===== src/rtl/puf_pkg.sv =====
// Shared types and sizing helpers for the PUF control interface (collector and StateMachine).
// Latency: n/a (declarations only).
// Backpressure: n/a.
package puf_pkg;

  typedef enum logic [1:0] {
    IDLE    = 2'd0,
    COLLECT = 2'd1,
    COMPARE = 2'd2,
    VALID   = 2'd3
  } collector_state_t;

  // Width of the loop-select field; one spare bit so out-of-range indices are representable.
  function automatic int sel_bits(input int num_loops);
    return $clog2(num_loops - 1) + 1;
  endfunction

  localparam int NUM_LOOPS_DEFAULT = 4;
  localparam int SEL_BITS          = sel_bits(NUM_LOOPS_DEFAULT);

endpackage


===== src/rtl/ro_edge_sync.sv =====
// Synchronises one asynchronous ring-oscillator bit into i_clk and emits a one-cycle rising-edge pulse.
// Latency: pulse appears SYNC_STAGES cycles after the input rises.
// Backpressure: none; the RO toggles freely and must stay below clk/4.
module ro_edge_sync #(
  parameter int SYNC_STAGES = 2
) (
  input  logic i_clk,
  input  logic i_reset,
  input  logic i_ro,
  output logic o_rise
);

  logic [SYNC_STAGES-1:0] r_sync;
  logic                   r_prev;

  // Metastability chain followed by a one-cycle delayed copy for edge detection.
  always_ff @(posedge i_clk or negedge i_reset) begin
    if (!i_reset) begin
      r_sync <= '0;
      r_prev <= 1'b0;
    end else begin
      r_sync <= {r_sync[SYNC_STAGES-2:0], i_ro};
      r_prev <= r_sync[SYNC_STAGES-1];
    end
  end

  assign o_rise = r_sync[SYNC_STAGES-1] & ~r_prev;

endmodule


===== src/rtl/puf_response_collector.sv =====
// Counts edges of the selected RO loop, accumulates per-loop totals, and compares loop pairs into a response word.
// Latency: done rising edge -> response_valid in 2 cycles; RO edge -> counter after SYNC_STAGES+1 cycles.
// Backpressure: none; control pulses are accepted every cycle, start always wins over store/done.
module puf_response_collector
  import puf_pkg::*;
#(
  parameter int  NUM_LOOPS   = 4,
  parameter int  COUNT_BITS  = 16,
  parameter int  ACC_BITS    = 20,
  parameter int  SYNC_STAGES = 2,
  localparam int SEL_W       = sel_bits(NUM_LOOPS),
  localparam int RESP_W      = NUM_LOOPS / 2
) (
  input  logic                 i_clk,
  input  logic                 i_reset,
  input  logic [NUM_LOOPS-1:0] i_ro_in,
  input  logic                 i_start,
  input  logic                 i_reset_puf,
  input  logic [SEL_W-1:0]     i_select_puf,
  input  logic                 i_enable_puf,
  input  logic                 i_store_response_puf,
  input  logic                 i_done,
  output logic [RESP_W-1:0]    o_response,
  output logic                 o_response_valid,
  output logic                 o_overflow
);

  localparam logic [COUNT_BITS-1:0] CNT_MAX = '1;
  localparam logic [ACC_BITS-1:0]   ACC_MAX = '1;

  collector_state_t       r_state;
  collector_state_t       w_state_nxt;
  logic [NUM_LOOPS-1:0]   w_rise;
  logic                   w_edge;
  logic                   w_sel_ok;
  logic [ACC_BITS-1:0]    w_sel_acc;
  logic                   r_done_d;
  logic                   w_done_rise;
  logic                   w_count;
  logic                   w_cnt_sat;
  logic                   w_store_en;
  logic [ACC_BITS:0]      w_sum;
  logic                   w_acc_sat;
  logic [COUNT_BITS-1:0]  r_cnt;
  logic [ACC_BITS-1:0]    r_acc [NUM_LOOPS];
  logic [RESP_W-1:0]      w_cmp;
  logic [RESP_W-1:0]      r_response;
  logic                   r_valid;
  logic                   r_overflow;

  genvar g;
  generate
    for (g = 0; g < NUM_LOOPS; g++) begin : g_sync
      ro_edge_sync #(.SYNC_STAGES(SYNC_STAGES)) u_sync (
        .i_clk   (i_clk),
        .i_reset (i_reset),
        .i_ro    (i_ro_in[g]),
        .o_rise  (w_rise[g])
      );
    end
  endgenerate

  // Route the addressed loop's edge pulse and accumulator; an out-of-range index selects nothing.
  always_comb begin
    w_sel_ok  = 1'b0;
    w_edge    = 1'b0;
    w_sel_acc = '0;
    for (int i = 0; i < NUM_LOOPS; i++) begin
      if (i_select_puf == SEL_W'(i)) begin
        w_sel_ok  = 1'b1;
        w_edge    = w_rise[i];
        w_sel_acc = r_acc[i];
      end
    end
  end

  assign w_done_rise = i_done & ~r_done_d;
  assign w_count     = i_enable_puf & w_edge & ~i_reset_puf & ~i_start;
  assign w_cnt_sat   = w_count & (r_cnt == CNT_MAX);
  assign w_store_en  = (r_state == COLLECT) & i_store_response_puf & ~i_start & w_sel_ok;
  assign w_sum       = {1'b0, w_sel_acc} + {{(ACC_BITS + 1 - COUNT_BITS){1'b0}}, r_cnt};
  assign w_acc_sat   = w_store_en & w_sum[ACC_BITS];

  // State register.
  always_ff @(posedge i_clk or negedge i_reset) begin
    if (!i_reset) r_state <= IDLE;
    else          r_state <= w_state_nxt;
  end

  // Next-state logic; a start request overrides every other transition.
  always_comb begin
    w_state_nxt = r_state;
    case (r_state)
      IDLE:    w_state_nxt = IDLE;
      COLLECT: if (w_done_rise) w_state_nxt = COMPARE;
      COMPARE: w_state_nxt = VALID;
      VALID:   w_state_nxt = VALID;
      default: w_state_nxt = IDLE;
    endcase
    if (i_start) w_state_nxt = COLLECT;
  end

  // Delayed copy of done so a held level only triggers once.
  always_ff @(posedge i_clk or negedge i_reset) begin
    if (!i_reset) r_done_d <= 1'b0;
    else          r_done_d <= i_done;
  end

  // Evaluation counter: clear has priority over counting; saturates at its maximum.
  always_ff @(posedge i_clk or negedge i_reset) begin
    if (!i_reset) begin
      r_cnt <= '0;
    end else if (i_start || i_reset_puf) begin
      r_cnt <= '0;
    end else if (w_count && !w_cnt_sat) begin
      r_cnt <= r_cnt + 1'b1;
    end
  end

  // Per-loop accumulators: add the pre-increment counter value on store, saturating at full scale.
  always_ff @(posedge i_clk or negedge i_reset) begin
    if (!i_reset) begin
      for (int i = 0; i < NUM_LOOPS; i++) r_acc[i] <= '0;
    end else if (i_start) begin
      for (int i = 0; i < NUM_LOOPS; i++) r_acc[i] <= '0;
    end else if (w_store_en) begin
      for (int i = 0; i < NUM_LOOPS; i++) begin
        if (i_select_puf == SEL_W'(i)) r_acc[i] <= w_sum[ACC_BITS] ? ACC_MAX : w_sum[ACC_BITS-1:0];
      end
    end
  end

  // Sticky saturation flag, cleared only by a new run or reset.
  always_ff @(posedge i_clk or negedge i_reset) begin
    if (!i_reset)                    r_overflow <= 1'b0;
    else if (i_start)                r_overflow <= 1'b0;
    else if (w_cnt_sat || w_acc_sat) r_overflow <= 1'b1;
  end

  // Comparator bank: strictly greater, so equal totals give 0.
  always_comb begin
    w_cmp = '0;
    for (int i = 0; i < RESP_W; i++) w_cmp[i] = r_acc[2*i] > r_acc[2*i+1];
  end

  // Capture the response while in COMPARE and hold it, flagged valid, until the next run.
  always_ff @(posedge i_clk or negedge i_reset) begin
    if (!i_reset) begin
      r_response <= '0;
      r_valid    <= 1'b0;
    end else if (i_start) begin
      r_response <= '0;
      r_valid    <= 1'b0;
    end else if (r_state == COMPARE) begin
      r_response <= w_cmp;
      r_valid    <= 1'b1;
    end
  end

  assign o_response       = r_response;
  assign o_response_valid = r_valid;
  assign o_overflow       = r_overflow;

endmodule


===== config.mk =====
export PLATFORM = sky130hd
export DESIGN_NAME = puf_response_collector
export DESIGN_NICKNAME = d
export VERILOG_FILES = /design/src/rtl/puf_pkg.sv /design/src/rtl/ro_edge_sync.sv /design/src/rtl/puf_response_collector.sv
export SDC_FILE = /design/constraint.sdc
export NUM_CORES = 1
export LEC_CHECK = 0
export ABC_AREA = 1
export CAP_MARGIN = 0
export CORE_ASPECT_RATIO = 1.2
export CORE_UTILIZATION = 35
export DETAILED_ROUTE_END_ITERATION = 16
export PLACE_DENSITY = 0.62
export SYNTH_ARGS = -nofsm -noshare
export SYNTH_HDL_FRONTEND = slang
export SYNTH_SLANG_ARGS = --single-unit

===== constraint.sdc =====
create_clock -name i_clk -period 2.2 [get_ports i_clk]
set_input_delay 0.55 -clock i_clk [delete_from_list [all_inputs] [get_ports i_clk]]
set_output_delay 0.55 -clock i_clk [all_outputs]
set_load 0.03 [all_outputs]

**Word level (Yosys, flattened, before mapping)**

Cells that the tools add are included.

- Bits in registers: 115
- Output and inout port bits: 4
- Word-level logic and storage cells: 99

- $add $sub $neg: 2
- $lt $le $gt $ge: 2
- Equality and inequality tests: 8
- Muxes and demuxes: 30
- Bitwise logic cells: 20
- Reduce and logical (&&, ||, !) cells: 19

Operators by type and width:

| cell | number |
|---|---|
| $mux W20 | 9 |
| $mux W80 | 2 |
| $gt A20 B20 Y1 | 2 |
| $mux W16 | 2 |
| $add A20 B16 Y21 | 1 |
| $add A16 B1 Y16 const B | 1 |
| $eq A16 B16 Y1 const B | 1 |
| $reduce_bool A2 Y1 | 8 |
| $and A1 B1 Y1 | 13 |
| $mux W1 | 12 |
| $mux W2 | 4 |
| $reduce_and A2 Y1 | 4 |
| $not A1 Y1 | 7 |
| $eq A3 B2 Y1 const B | 2 |
| $pmux W2 S3 | 1 |
| $eq A2 B2 Y1 const B | 2 |
| $eq A3 B1 Y1 const B | 1 |
| $logic_not A3 Y1 | 1 |
| $ne A3 B3 Y1 const B | 1 |
| $eq A2 B1 Y1 const B | 1 |
| $logic_not A2 Y1 | 1 |
| $logic_or A1 B1 Y1 | 2 |
| $reduce_or A2 Y1 | 1 |
| $logic_and A1 B1 Y1 | 1 |
| $logic_not A1 Y1 | 1 |

**Depth between registers and ports, before layout**

- Word-level depth: 14
- Gate-level depth with buffers: 22
- Mapped depth without buffers: 21

**Cells and area by module**

From an unflattened synthesis, not the netlist that was laid out.

- Cell total of the unflattened synthesis: 917
- Area, all modules: 7,129.3 um^2

By module, submodules not included:

| module | instances | cells an instance | area an instance (um^2) |
|---|---|---|---|
| puf_response_collector | 1 | 897 | 6,789.0 |
| ro_edge_sync | 4 | 5 | 85.1 |

**Worst setup path after synthesis**

OpenSTA, ideal clock, no wires.

- Path kind: input to register
- Start point: in i_select_puf[0]
- End point: reg r_acc[0] (netlist bit)
- Setup time: 0.077 ns
- Data arrival time: 3.073 ns
- Required time: 2.123 ns
- Setup slack: -0.950 ns
- Cell stages on the path: 22
- Path through: inv_2 -> nand2_1 -> nor2_4 -> buf_4 -> clkbuf_1 -> a21oi_1 -> o21ai_0 -> ha_1 -> inv_1 -> fa_1 -> inv_1 -> nand3_1 -> nand2_1 -> nand2_1 -> nand2_1 -> nand3_1 -> nand2_1 -> nand2_2 -> buf_6 -> a21oi_4 -> nand2_1 -> o21ai_1

- Word-level cells in the longest chain between the ends: 10
- Elaborated cells on any way between the ends: 21
- Classes of those cells: 1 x add/sub; 3 x eq/ne; 12 x mux; 1 x bitwise; 4 x reduce/logical

RTL lines:

| what | line | source |
|---|---|---|
| start, declared | puf_response_collector.sv:19 | `input logic [SEL_W-1:0] i_select_puf,` |
| $logic_not A3 Y1 | puf_response_collector.sv:69 | `if (i_select_puf == SEL_W'(i)) begin` |
| $mux W20 (4 in series) | puf_response_collector.sv:69 |  |
| $add A20 B16 Y21 | puf_response_collector.sv:81 | `assign w_sum = {1'b0, w_sel_acc} + {{(ACC_BITS + 1 - COUNT_BITS){1'b0}}, r_cnt};` |
| $mux W20 (2 in series) | puf_response_collector.sv:128 | `if (i_select_puf == SEL_W'(i)) r_acc[i] <= w_sum[ACC_BITS] ? ACC_MAX : w_sum[ACC_BITS-1:0];` |
| $mux W80 | puf_response_collector.sv:126 | `end else if (w_store_en) begin` |
| $mux W80 | puf_response_collector.sv:124 | `end else if (i_start) begin` |
| end signal, assigned by index | puf_response_collector.sv:128 |  |
| end, declared | puf_response_collector.sv:45 | `logic [ACC_BITS-1:0] r_acc [NUM_LOOPS];` |

Several ways; a longest one is shown, not always the timed one. The select of a mux whose other input is x is not followed.
A chain may end at the register's enable or synchronous reset.

**Worst setup path after layout**

- Start point: in i_select_puf[2]
- End point: reg r_acc[51] (netlist bit)

The elaborated chain is that of the path after synthesis.

==> flow_metrics.tcl <==
set metrics [dict create \
    cp_cell_sequence "buf_8 -> inv_2 -> buf_4 -> nand3_4 -> buf_4 -> o21ai_1 -> ha_1 -> nand2_1 -> nand2_1 -> a21oi_2 -> buf_4 -> a21oi_4 -> o21ai_0 -> inv_1 -> o21ai_4 -> nand3_1 -> o21ai_1" \
    rsz0062_at_grt "yes" \
    hold_violations 0 \
    timing.final.crit_share_pct 125 \
    cp_top_family "compound AO/OA/AOI/OAI gates" \
    finalMaxSlewViolations 0 \
    layout_setup_ws_ps -544 \
    critical_path.max_stage_delay_ps 330 \
    outcome "complete, but fails checks" \
    synth_common_cells "222 x nand2_1, 115 x dfrtp_1, 89 x inv_1, 85 x nand3_1, 61 x nor2_1" \
    max_cap_violations 0 \
    hold_path_end "g_sync[3].u_sync.r_sync[1]" \
    clk_latency_ps 430 \
    initial_core_util_pct 36.1 \
    synth_most_common_cell "nand2_1" \
    drc 0 \
    synth_nets 979 \
    cp_max_fo 8 \
    cp_data_arrival_time_ps 3090 \
    gr-usage-all-layers_pct 22.4 \
    yosys.cell_types.count 45 \
    period_needed_ps 2740 \
    async_flop_share_pct 100 \
    synth_seq_cells 115 \
    core_area_um2 19800 \
    gp_congestion 0.882 \
    avgSynthCellArea_um2 7.87 \
    worstMarginPinSlew_ps 562 \
    cts.clk_slew.worst_paths_ps 60 \
    netlist_area_um2 7130 \
    timing.rr.start "r_acc[51]" \
    reg2reg_to "r_acc[15]" \
    synth_ff_type "dfrtp_1" \
    cts_inserted_buffers 17 \
    overflow 0 \
    clock_skew_ps 7.75 \
    fp.dieH_um 158 \
    wl_per_cell_um 16.8 \
    seq_area_frac_synth_pct 40.3 \
    dp_hpwl_mm 16.0 \
    ir_worst_vdd_v 0.000563 \
    dieArea_um2 21000 \
    grt_max_degree 71 \
    pin_count 18 \
    drive_gt1_share_pct 40.1 \
    rows 56 \
    via_per_inst 5.18 \
    cts_tree "done" \
    failed_checks "negative setup slack" \
    cp-end-kind "flop" \
    finalSetupViolations 81 \
    clock.fmax_ghz 0.364 \
    start_kind "input pin" \
    hp-start "g_sync[3].u_sync.r_sync[0]" \
    layout.nets 1207 \
    relSlewSlack_pct 62.2 \
    synthCells 907 \
    fillCellCount 1686 \
    antenna_cells 0 \
    grt_pass1_wl_mm 36.2 \
    cp_num_buf_inv 6 \
    synth_top_area_share_pct 40.3 \
    die_w_um 132 \
    fin_setup_tns_ps -33870 \
    synth_edf_count 0 \
    synth_top_area_cell "dfrtp_1" \
    grt_pass1_vias 7193 \
    drt-total-wl_mm 23.6 \
    cts-htree-levels 4 \
    clkSinkCount 115 \
    leakage_uw 0.00526 \
    hp-class "reg -> reg" \
    cp_slowest_cell "ha_1" \
    antenna_found_initial 0 \
    vias 7304 \
    portBuffers 17 \
    final_antenna_net_count 0 \
    p_per_area_nw_per_um2 506 \
    cts-root-buf "clkbuf_16" \
    cp_common_cell "buf_4" \
    cts_buffer_depth 2 \
    area_delta_synth_final_pct 54.4 \
    dp_slack_ps -1660 \
    synthTopCellsByArea "dfrtp_1 40%, nand2_1 12%, ha_1 10%" \
    drt_iter0_markers 469 \
    yosysWarningCount 0 \
    holdPathStages 0 \
    first_pass_iters 5 \
    r2r_slack_ps -390 \
    rr_worst_depth 17 \
    critPathKind "in -> reg" \
    cp.required_ps 2540 \
]
-- worst register-to-register path, cell delays in order (launching register included) --
cell	delay (ps)
dfrtp_1	370
inv_1	100
nor2_2	50
a221oi_2	160
o21ai_1	120
ha_1	390
buf_4	140
nand2_1	70
nor2_2	150
inv_1	60
nor2_1	120
nand2_2	100
nand2_4	90
buf_4	130
xor2_2	190
nand2_4	80
nand2_4	90
o21ai_2	70
-- report_power, final --
part           leakage, uW  switching [uW]  total [uW]  internal (uW)
clock             0.000301            1110        3020           1910
combinational      0.00339             266         411            145
sequential         0.00157            9.39        2150           2140
total              0.00526            1380        5570           4190
-- worst max path at each step --
stage | startpoint | to | slack (ps) | depth (start not counted)
final | i_select_puf[2] | r_acc[51] | -540 | 17
after global placement | i_select_puf[2] | r_acc[39] | -1660 | 19
after floorplan | i_select_puf[1] | r_acc[40] | -730 | 21
after global routing | i_select_puf[0] | r_acc[59] | -640 | 22
after CTS | i_select_puf[0] | r_acc[48] | -500 | 23
after detailed placement | i_select_puf[1] | r_acc[39] | -1660 | 21
-- cells in the final DEF, fill, tap and decap left out, types with 4 or more instances in the layout --
cell | netlist | layout
inv_6 | 0 | 6
nand2_8 | 0 | 5
xnor2_1 | 12 | 7
nand3_1 | 85 | 50
a21oi_1 | 46 | 31
a21oi_2 | 3 | 14
dfrtp_1 | 115 | 115
a221oi_2 | 0 | 9
nor2_1 | 61 | 51
nand2_4 | 0 | 25
o21ai_1 | 51 | 38
buf_4 | 2 | 204
nor4_1 | 5 | 5
a221oi_1 | 13 | 4
nand2_2 | 4 | 23
a21oi_4 | 2 | 6
clkdlybuf4s50_1 | 0 | 13
o21ai_2 | 3 | 33
o21ai_0 | 32 | 12
nand3_4 | 0 | 10
nor2_2 | 4 | 12
nand4_1 | 13 | 13
inv_1 | 89 | 87
ha_1 | 57 | 55
inv_2 | 9 | 7
buf_12 | 0 | 11
nand3_2 | 6 | 31
clkbuf_16 | 0 | 17
o31ai_1 | 9 | 9
nand2_1 | 222 | 173
bufinv_16 | 0 | 4
buf_6 | 2 | 6
xor2_1 | 10 | 8
-- registers in the layout, indices dropped and copies added, names as in the netlist --
register / flops
g_sync.u_sync.r_prev: 4
g_sync.u_sync.r_sync: 8
o_overflow: 1
o_response: 2
o_response_valid: 1
r_acc: 80
r_cnt: 16
r_done_d: 1
r_state: 2
-- area by class of cell --
class / count / area [um^2] / share of cell area, %
flip-flops and latches: 115 / 2880 / 26.1
multi-input cells: 664 / 4790 / 43.5
inverters: 99 / 387 / 3.51
clock inverters: 15 / 205 / 1.86
well taps: 261 / 327 / 2.96
clock buffers: 17 / 425 / 3.86
repair buffers: 238 / 2000 / 18.2
-- timing repair --
| item | 4_1_cts | 5_1_grt |
|---|---|---|
| setup endpoints to repair | 98 | 85 |
| cloned | 2 | 0 |
| resized for setup | 86 | 164 |
| hold buffers | 1 | 0 |
| pin swaps | 31 | 70 |
| buffers inserted | 23 | 14 |
| hold endpoints to repair | 10 | 0 |
-- through the flow --
stage          power (uW)  hold WS [ps]  utilization [%]  cell area [um^2]  cells
4_1_cts              5560           349             51.7             10200   1397
3_3_place_gp         2530           333             45.9              9070   1339
3_5_place_dp         2530           335             45.9              9070   1339
5_1_grt              5730           353             55.8             11000   1409
6_report             5570           348             55.8             11000   1409
2_1_floorplan        2310           254                -              7250    907
-- metal layers --
layer / routed length (um) / global-route usage [%] / up-vias
li1: - / - / 3520
met1: 10300 / 27.9 / 3520
met2: 11500 / 37.9 / 213
met3: 1020 / 3.31 / 51
met4: 748 / 11.3 / 0
met5: 0 / 0 / -
-- kinds of logic (layout without fill, tap and decap cells) --
| family | Yosys count | in the layout | share of synthesized area (%) |
|---|---|---|---|
| fa+ha+maj | 58 | 58 | 10.3 |
| compound gates | 171 | 171 | 14.0 |
| xor+xnor | 22 | 22 | 2.70 |
| flops | 115 | 115 | 40.3 |
| simple gates | 413 | 413 | 25.6 |
| buf+inv | 128 | 369 | 7.12 |
Power figures use the tool's default switching activity.
